`src/rtl/sdram_arbiter.sv`:
```
// Round-robin arbiter sharing one Avalon-MM SDRAM master among several requesters.
// Holds the grant through waitrequest stalls and routes in-order read returns back by ID.
module sdram_arbiter #(
  parameter int unsigned NUM_PORTS           = 4,
  parameter int unsigned WORD_WIDTH          = 32,
  parameter int unsigned SDRAM_ADDRESS_WIDTH = 24,
  parameter int unsigned MAX_OUTSTANDING     = 8,
  parameter int unsigned ID_WIDTH            = $clog2(NUM_PORTS)
) (
  input  logic                                     clock,
  input  logic                                     reset_n,
  input  logic [NUM_PORTS*SDRAM_ADDRESS_WIDTH-1:0] req_address,
  input  logic [NUM_PORTS-1:0]                     req_read,
  input  logic [NUM_PORTS-1:0]                     req_write,
  input  logic [NUM_PORTS*WORD_WIDTH-1:0]          req_writedata,
  output logic [NUM_PORTS-1:0]                     req_waitrequest,
  output logic [WORD_WIDTH-1:0]                    req_readdata,
  output logic [NUM_PORTS-1:0]                     req_readdatavalid,
  output logic [SDRAM_ADDRESS_WIDTH-1:0]           sdram_address,
  output logic                                     sdram_read,
  output logic                                     sdram_write,
  output logic [WORD_WIDTH-1:0]                    sdram_writedata,
  input  logic                                     sdram_waitrequest,
  input  logic [WORD_WIDTH-1:0]                    sdram_readdata,
  input  logic                                     sdram_readdatavalid,
  output logic [$clog2(MAX_OUTSTANDING):0]         outstanding_count,
  output logic                                     protocol_error
);

  localparam int unsigned PTR_W = $clog2(MAX_OUTSTANDING);
  localparam int unsigned CNT_W = PTR_W + 1;

  typedef enum logic {GRANT_FREE, GRANT_HELD} grant_state_t;

  grant_state_t                   state, state_next;
  logic [ID_WIDTH-1:0]            last_grant;
  logic [ID_WIDTH-1:0]            locked_id;
  logic [SDRAM_ADDRESS_WIDTH-1:0] addr_arr [NUM_PORTS];
  logic [WORD_WIDTH-1:0]          wdata_arr [NUM_PORTS];
  logic [ID_WIDTH-1:0]            id_fifo [MAX_OUTSTANDING];
  logic [PTR_W-1:0]               wr_ptr, rd_ptr;

  logic [NUM_PORTS-1:0] req_any, eligible;
  logic                 slot_free, held_valid, lock_drop;
  logic                 rr_found, has_win;
  logic [ID_WIDTH-1:0]  rr_id, scan_id, win_id;
  logic                 cmd, accept, stall, push, pop, fifo_empty;

  for (genvar g = 0; g < NUM_PORTS; g++) begin : g_unpack
    assign addr_arr[g]  = req_address[g*SDRAM_ADDRESS_WIDTH +: SDRAM_ADDRESS_WIDTH];
    assign wdata_arr[g] = req_writedata[g*WORD_WIDTH +: WORD_WIDTH];
  end

  // A port issuing both read and write is treated as a read.
  assign req_any    = req_read | req_write;
  assign slot_free  = outstanding_count < CNT_W'(MAX_OUTSTANDING);
  assign fifo_empty = (outstanding_count == '0);

  always_comb begin
    for (int i = 0; i < int'(NUM_PORTS); i++) begin
      eligible[i] = req_read[i] ? slot_free : req_write[i];
    end
  end

  // Round-robin scan starting just after the last granted port.
  always_comb begin
    rr_found = 1'b0;
    rr_id    = '0;
    scan_id  = '0;
    for (int k = 1; k <= int'(NUM_PORTS); k++) begin
      scan_id = ID_WIDTH'((int'(last_grant) + k) % int'(NUM_PORTS));
      if (!rr_found && eligible[scan_id]) begin
        rr_found = 1'b1;
        rr_id    = scan_id;
      end
    end
  end

  assign held_valid = (state == GRANT_HELD) && req_any[locked_id];
  assign lock_drop  = (state == GRANT_HELD) && !req_any[locked_id];
  assign has_win    = reset_n && (held_valid || rr_found);
  assign win_id     = held_valid ? locked_id : rr_id;

  always_comb begin
    sdram_read      = 1'b0;
    sdram_write     = 1'b0;
    sdram_address   = '0;
    sdram_writedata = '0;
    req_waitrequest = '1;
    if (has_win) begin
      sdram_read              = req_read[win_id];
      sdram_write             = !req_read[win_id] && req_write[win_id];
      sdram_address           = addr_arr[win_id];
      sdram_writedata         = wdata_arr[win_id];
      req_waitrequest[win_id] = sdram_waitrequest;
    end
  end

  assign cmd    = sdram_read || sdram_write;
  assign accept = cmd && !sdram_waitrequest;
  assign stall  = cmd && sdram_waitrequest;
  assign push   = accept && sdram_read;
  assign pop    = sdram_readdatavalid && !fifo_empty;

  // Grant stays locked only while the controller stalls the presented command.
  always_comb begin
    state_next = GRANT_FREE;
    if (stall) begin
      state_next = GRANT_HELD;
    end
  end

  always_ff @(posedge clock or negedge reset_n) begin
    if (!reset_n) begin
      state      <= GRANT_FREE;
      locked_id  <= '0;
      last_grant <= ID_WIDTH'(NUM_PORTS - 1);
    end else begin
      state <= state_next;
      if (stall) begin
        locked_id <= win_id;
      end
      if (accept) begin
        last_grant <= win_id;
      end
    end
  end

  // Read-return ID FIFO; returns are in order so the head owns the next strobe.
  always_ff @(posedge clock) begin
    if (push) begin
      id_fifo[wr_ptr] <= win_id;
    end
  end

  always_ff @(posedge clock or negedge reset_n) begin
    if (!reset_n) begin
      wr_ptr            <= '0;
      rd_ptr            <= '0;
      outstanding_count <= '0;
    end else begin
      if (push) begin
        wr_ptr <= wr_ptr + PTR_W'(1);
      end
      if (pop) begin
        rd_ptr <= rd_ptr + PTR_W'(1);
      end
      case ({push, pop})
        2'b10:   outstanding_count <= outstanding_count + CNT_W'(1);
        2'b01:   outstanding_count <= outstanding_count - CNT_W'(1);
        default: outstanding_count <= outstanding_count;
      endcase
    end
  end

  assign req_readdata = sdram_readdata;

  always_comb begin
    req_readdatavalid = '0;
    if (pop) begin
      req_readdatavalid[id_fifo[rd_ptr]] = 1'b1;
    end
  end

  always_ff @(posedge clock or negedge reset_n) begin
    if (!reset_n) begin
      protocol_error <= 1'b0;
    end else if ((|(req_read & req_write)) || lock_drop || (sdram_readdatavalid && fifo_empty)) begin
      protocol_error <= 1'b1;
    end
  end

endmodule
```
`config.mk`:
```
export PLATFORM = sky130hd
export DESIGN_NAME = sdram_arbiter
export DESIGN_NICKNAME = d
export VERILOG_FILES = /design/src/rtl/sdram_arbiter.sv
export SDC_FILE = /design/constraint.sdc
export NUM_CORES = 1
export LEC_CHECK = 0
export BUFFER_PORTS_ARGS = -buffer_cell sky130_fd_sc_hd__buf_2
export CAP_MARGIN = 30
export CORE_AREA = 2 2 145 147
export CTS_BUF_LIST = sky130_fd_sc_hd__clkbuf_4
export DETAILED_ROUTE_END_ITERATION = 6
export DIE_AREA = 0 0 147 149
export GPL_TIMING_DRIVEN = 0
export PLACE_DENSITY = 0.53
export SLEW_MARGIN = 0
export SYNTH_ARGS = -nofsm -noshare
export SYNTH_HDL_FRONTEND = slang
export SYNTH_SLANG_ARGS = --single-unit
```
`constraint.sdc`:
```
create_clock -name clock -period 6.4 [get_ports clock]
set_input_delay 0.96 -clock clock [delete_from_list [all_inputs] [get_ports clock]]
set_output_delay 0.96 -clock clock [all_outputs]
set_load 0.02 [all_outputs]
```
[Word-level counts from Yosys, hierarchy flattened]
Memories as Yosys holds them, arrays and structs flattened.
Cells that the tools add are included.
Storage, ports and cells
  register bits after elaboration: 16
  memory bits (writable): 16
  input port bits: 268
  word-level logic and storage cells: 109
  memories kept: 1
Cells by class
  $add $sub $neg: 8
  order comparisons: 11
  equal/unequal tests: 2
  multiplexer cells: 47
  bitwise operators: 5
  reductions and logical operators: 28
Memory list
  id_fifo: depth 8, bits a word 2, read ports 1, clocked after memory_dff 0, write ports 1, line 40  | logic [ID_WIDTH-1:0] id_fifo [MAX_OUTSTANDING];
Operator list (number)
  $mux W32: 3
  $mux W24: 3
  $bmux W32 S2: 1
  $bmux W24 S2: 1
  $mux W1: 22
  $lt A2 B3 Y1 const B: 7
  $bmux W1 S2: 7
  $logic_and A1 B1 Y1: 14
  $mux W2: 5
  $mux W4: 2
  $or A4 B4 Y4: 2
  $pmux W4 S2: 1
  $logic_not A1 Y1: 7
  $add A3 B1 Y3 const B: 2
  $add A2 B1 Y2 const B: 2
  $add A2 B2 Y2 const B: 2
  $add A4 B1 Y4 const B: 1
  $and A4 B4 Y4: 1
  $demux W1 S2: 2
  $ge A2 B1 Y1 const B: 2
  $logic_not A4 Y1: 1
  $logic_or A1 B1 Y1: 4
  $lt A4 B4 Y1 const B: 1
  $not A4 Y4: 1
  7 further kinds: 7

[Longest topological paths before layout]
  depth in word-level cells: 25
  mapped depth: 20
  mapped depth without buffers: 15

[Worst setup path before layout]
Ideal clock, no wire load.
  kind: input port to output port
  start: input port req_read[3]
  end: output port sdram_address[11]
  data arrival time: 3.520 ns
  data required time: 5.440 ns
  slack: 1.920 ns
  stages: 12
  path buffers: 5
  cells stage by stage: buf_2 -> mux2_4 -> a221o_1 -> a32o_1 -> a211oi_2 -> a22o_1 -> buf_4 -> buf_4 -> buf_6 -> buf_4 -> mux2i_1 -> a211oi_1
Between the ends
  longest elaborated chain between the ends: 19
  elaborated cells on any way between the ends: 35
  those cells by class: mux: 24; bitwise: 2; reduce/logical: 9
RTL lines
  from (decl): line 13  | input logic [NUM_PORTS-1:0] req_read,
  $mux W1: line 61  | eligible[i] = req_read[i] ? slot_free : req_write[i];
  $bmux W1 S2: line 72  | if (!rr_found && eligible[scan_id]) begin
  $mux W1 (not written as such): line 72
  $mux W1: line 72
  $logic_not A1 Y1: line 72
  $logic_and A1 B1 Y1: line 72
  $mux W1: line 72
  $logic_not A1 Y1: line 72
  [... 3 more ...]
  $logic_and A1 B1 Y1: line 72
  $mux W2: line 72
  $mux W2 (*): line 82  | assign win_id = held_valid ? locked_id : rr_id;
  net win_id[0]: line 46  | logic [ID_WIDTH-1:0] rr_id, scan_id, win_id;
  $not A2 Y3 (not written as such) (*): line 93  | sdram_address = addr_arr[win_id];
  $bmux W24 S2 (*): line 93
  $mux W24 (not written as such) (*) (2 in a row): line 93
  $mux W24 (*): line 90  | if (has_win) begin
  to (decl): line 19  | output logic [SDRAM_ADDRESS_WIDTH-1:0] sdram_address,
The timed path passes the listed nets; every way through them passes the cells marked *. The select of a mux whose other input is x is not followed.

[Worst setup path after layout]
  start: input port req_read[0]
  end: output port sdram_writedata[12]
Between the ends
  longest elaborated chain between the ends: 19
  elaborated cells on any way between the ends: 35
  those cells by class: mux: 24; bitwise: 2; reduce/logical: 9
RTL lines
  $mux W1: line 61
  $bmux W1 S2: line 72
  $mux W1 (not written as such): line 72
  $mux W1: line 72
  $logic_not A1 Y1: line 72
  $logic_and A1 B1 Y1: line 72
  $mux W1: line 72
  $logic_not A1 Y1: line 72
  [... 2 more ...]
  $logic_not A1 Y1: line 72
  $logic_and A1 B1 Y1: line 72
  $mux W2: line 72
  $mux W2: line 82
  $not A2 Y3 (not written as such): line 94  | sdram_writedata = wdata_arr[win_id];
  $bmux W32 S2: line 94
  $mux W32 (not written as such) (2 in a row): line 94
  $mux W32 (*): line 90
  to (decl): line 22  | output logic [WORD_WIDTH-1:0] sdram_writedata,
Every way passes the cells marked *; elsewhere a longest branch is shown, timed or not. The select of a mux whose other input is x is not followed.

==> flow_summary.ini <==
[routing]
route.detailed.wl_per_inst_um = 17.12
route.detailed.drc = 0
vias_per_cell = 4.421
drt_pre_antenna_iters = 4
detail_route.wirelength_um = 18470
number_of_nets_still_failing_antenna_checks_after_routing = 0
drtIter0Drc = 116
dr_total_vias = 4770

[setup_path]
critPathCaptureType = output pin
critical_path_class = in2out
start_kind = input port
worst-endpoint-arrival_ns = 4.28
worstPathMaxFanout = 10
critical_path.slowest_cell = clkbuf_1
timing.critical_path.max_delay_family = buffers and inverters
worst_path_largest_cell_delay_ns = 0.51
timing.critical_path.buf_inv = 4
critical_path_required_ns = 5.44
cp_cell_instances = buf_2 -> nor2_1 -> mux4_2 -> nor2b_1 -> a211oi_1 -> nor2_1 -> clkbuf_1 -> buf_2 -> nor2_1 -> a211oi_1 -> buf_2

[run_status]
run_status = finished, final reports clean

[floorplan]
placementRows = 53
x_dimension_of_the_die_um = 147
floorplan.initialDensity_pct = 20.64
design.portCount = 371
die_area_um2 = 21900
die_h_um = 149
core-area_um2 = 20560

[placed_design]
gp_routability_congestion = 0.8859
worst_setup_slack_before_clock_tree_synthesis_ns = 1.087
dpl.hpwl_um = 15650
port-buffer-count = 335

[yosys]
ys.flop_type = edfxtp_1
post_synth_inst_count = 459
synthesis.nets = 732
number_of_synthesized_flops_with_an_enable_pin = 16
netlist-cell-type-count = 50
synth_async_sr_flop_share_pct = 50.00
synth_area_um2 = 4243
yosys_register_bits = 32
synth_warnings = 0
post_synthesis_area_per_instance_um2 = 9.244
yosysSeqAreaShare_pct = 20.82

[sta]
max_slew_margin_pct = 44.35
timing.final.hold_violations = 0
fin_ws_ns = 1.158
tightest_slew_ns = 0.8277
achievable-frequency_ghz = 0.1908
final_min_period_over_clock_period_pct = 81.90
setup-violations-final = 0
timing.clock.skew_ns = 0.01302
setup-tns-final_ns = 0
period_needed_ns = 5.242
grt_setup_unrepaired = false
maxSlewViolCount = 0

[worst_hold_path]
hold_class = in2async

[cts]
clock_tree.root_cell = clkbuf_4
clock_tree.htree_level_count = 2
cts_post_setup_buffers_inserted = 0
number_of_hold_buffers_added_after_cts = 0
tritoncts = done
cts-root-to-sink-buffers = 2
worst_setup_hold_path_clk_slew_ns = 0.11
worstSkewPairLatency_ns = 0.34
cts.repair.resized = 0
clock_sink_count = 32
cts-buffers-inserted = 5

[pwr]
power_switching_mw = 1.652
part_of_the_total_power_dissipated_in_the_clock_network_pct = 5.0
pwr-share-comb_pct = 83.0
total_leakage_power_nw = 3.158
p_int_mw = 1.514
peak_supply_drop_uv = 234.8
power.density_cell_area_nw_per_um2 = 498.3
switching_share_of_total_power_pct = 52.19
seq_power_share_pct = 12.0

[global_route]
antenna_found_initial = 2
grt.overflow.total = 0
pin_count_of_the_biggest_net_entering_global_routing = 18
wire_length_of_the_first_global_routing_pass_um = 27140
groute.usage.overall_pct = 15.84
grt_pass1_vias = 4689

[finish]
layout.nets = 1075
layout_commonest_cell = buf_2
layout_common_cells = 342 x buf_2, 74 x nor2_1, 66 x mux2_2, 61 x mux2i_1, 60 x a211oi_1
fillers = 2277
area.growth.synth_to_final_pct = 49.78
final_layout_size_suffix_gt1_share_pct = 59.03

[run]
cap_viol_max_count = 0
## area by class of cell
class	instances	area, µm²	share of cell area (%)
multi-input cells	348	2853	44.89
repair buffers	336	1682	26.46
flip-flops and latches	32	883.3	13.90
plain buffers	75	491.7	7.738
well taps	275	344.1	5.414
clock inverters	3	46.29	0.7285
clock buffers	5	37.54	0.5907
inverters	4	15.01	0.2363
diodes	1	2.502	0.03938
## logic make-up (layout without fill, tap and decap cells)
group                    Yosys count  count (layout)  synth area share, %
AO/OA/AOI/OAI                     89              89                16.40
XOR/XNOR                          10              10                2.064
adder cells (fa/ha/maj)            5               5                1.474
buffers and inverters             79             423                11.94
flip-flops                        32              32                20.82
multiplexers                     134             134                35.24
other                              0               1                    0
AND/OR/NAND/NOR                  110             110                12.06
## state kept, by name, indices dropped and copies added (netlist names)
register and cells:
id_fifo 16, outstanding_count 4, rd_ptr 3, wr_ptr 3, last_grant 2, locked_id 2
protocol_error 1, state 1
## through the flow
stage               util (%)  hold WS [ns]  area (µm²)  power [mW]  std cells
floorplan                  -        0.4717        4243       2.259        459
global placement       30.47        0.5015        6264       3.027       1069
detailed placement     30.49        0.5048        6269       3.039       1070
CTS                    30.90        0.5192        6352       3.205       1078
global route           30.90        0.5302        6352       3.395       1078
finish                 30.91        0.5260        6355       3.166       1079
## final timing paths
kind	startpoint	end	slack, ns	depth (start not counted)
setup / recovery	req_read[0]	sdram_writedata[12]	1.16	11
hold / removal	reset_n	wr_ptr[1]	0.53	1
setup reg to reg	last_grant[0]	outstanding_count[2]	2.06	19
hold reg to reg	state	protocol_error	0.54	1
max in group asynchronous	reset_n	last_grant[0]	5.55	1
min in group clock	state	protocol_error	0.54	1
## power by group through the flow
| stage | logic [mW] | registers (mW) | clock network [mW] |
|---|---|---|---|
| 6_report | 2.63 | 0.379 | 0.158 |
| 3_5_place_dp | 2.65 | 0.386 | 0 |
| 4_1_cts | 2.66 | 0.381 | 0.164 |
| 3_3_place_gp | 2.64 | 0.382 | 0 |
| 5_1_grt | 2.83 | 0.390 | 0.173 |
| 2_1_floorplan | 1.88 | 0.375 | 0 |
## metal layers
| metal | global-route usage [%] | routed length, µm |
|---|---|---|
| met1 | 20.17 | 7732 |
| met2 | 28.19 | 9245 |
| met3 | 2.477 | 1090 |
| met4 | 3.798 | 391 |
| met5 | 0 | 13 |
## worst register-to-register path: stages, from the launching register on
cell	delay, ns
dfstp_2	0.54
buf_6	0.13
mux2_2	0.33
a221oi_1	0.41
a32o_1	0.25
a211oi_2	0.05
a22o_1	0.22
buf_4	0.16
mux2i_1	0.21
a2111oi_4	0.43
buf_6	0.19
inv_1	0.06
ha_1	0.18
clkbuf_1	0.17
xor2_1	0.18
ha_1	0.19
a21oi_1	0.17
xor2_1	0.17
nor2_1	0.06
xor2_1	0.14
## Yosys cell counts, types with 2 or more instances
cell / instances / share of area, %
xor2_1: 8 / 1.7
a221o_1: 2 / 0.47
o21a_1: 2 / 0.35
nor2_1: 74 / 6.5
edfxtp_1: 16 / 11
buf_6: 8 / 2.1
and4b_1: 3 / 0.71
mux2_2: 66 / 18
nor3_1: 5 / 0.59
buf_1: 3 / 0.27
ha_1: 5 / 1.5
nand3_1: 2 / 0.24
clkbuf_1: 20 / 1.8
a222oi_1: 2 / 0.47
dfrtp_1: 14 / 8.3
nand2b_1: 7 / 1.0
xnor2_1: 2 / 0.41
nor2b_1: 2 / 0.29
o21bai_1: 3 / 0.53
a21oi_1: 5 / 0.59
inv_1: 4 / 0.35
and4bb_1: 2 / 0.59
dfstp_2: 2 / 1.2
buf_2: 6 / 0.71
mux2i_1: 61 / 14
nand2_1: 6 / 0.53
mux4_2: 5 / 2.7
a211oi_1: 60 / 11
a22o_1: 2 / 0.41
o211ai_1: 2 / 0.35
buf_4: 38 / 6.7
a211o_1: 2 / 0.41
nor3b_1: 2 / 0.35
o21ai_0: 2 / 0.24
(Power assumes the default switching activity.)
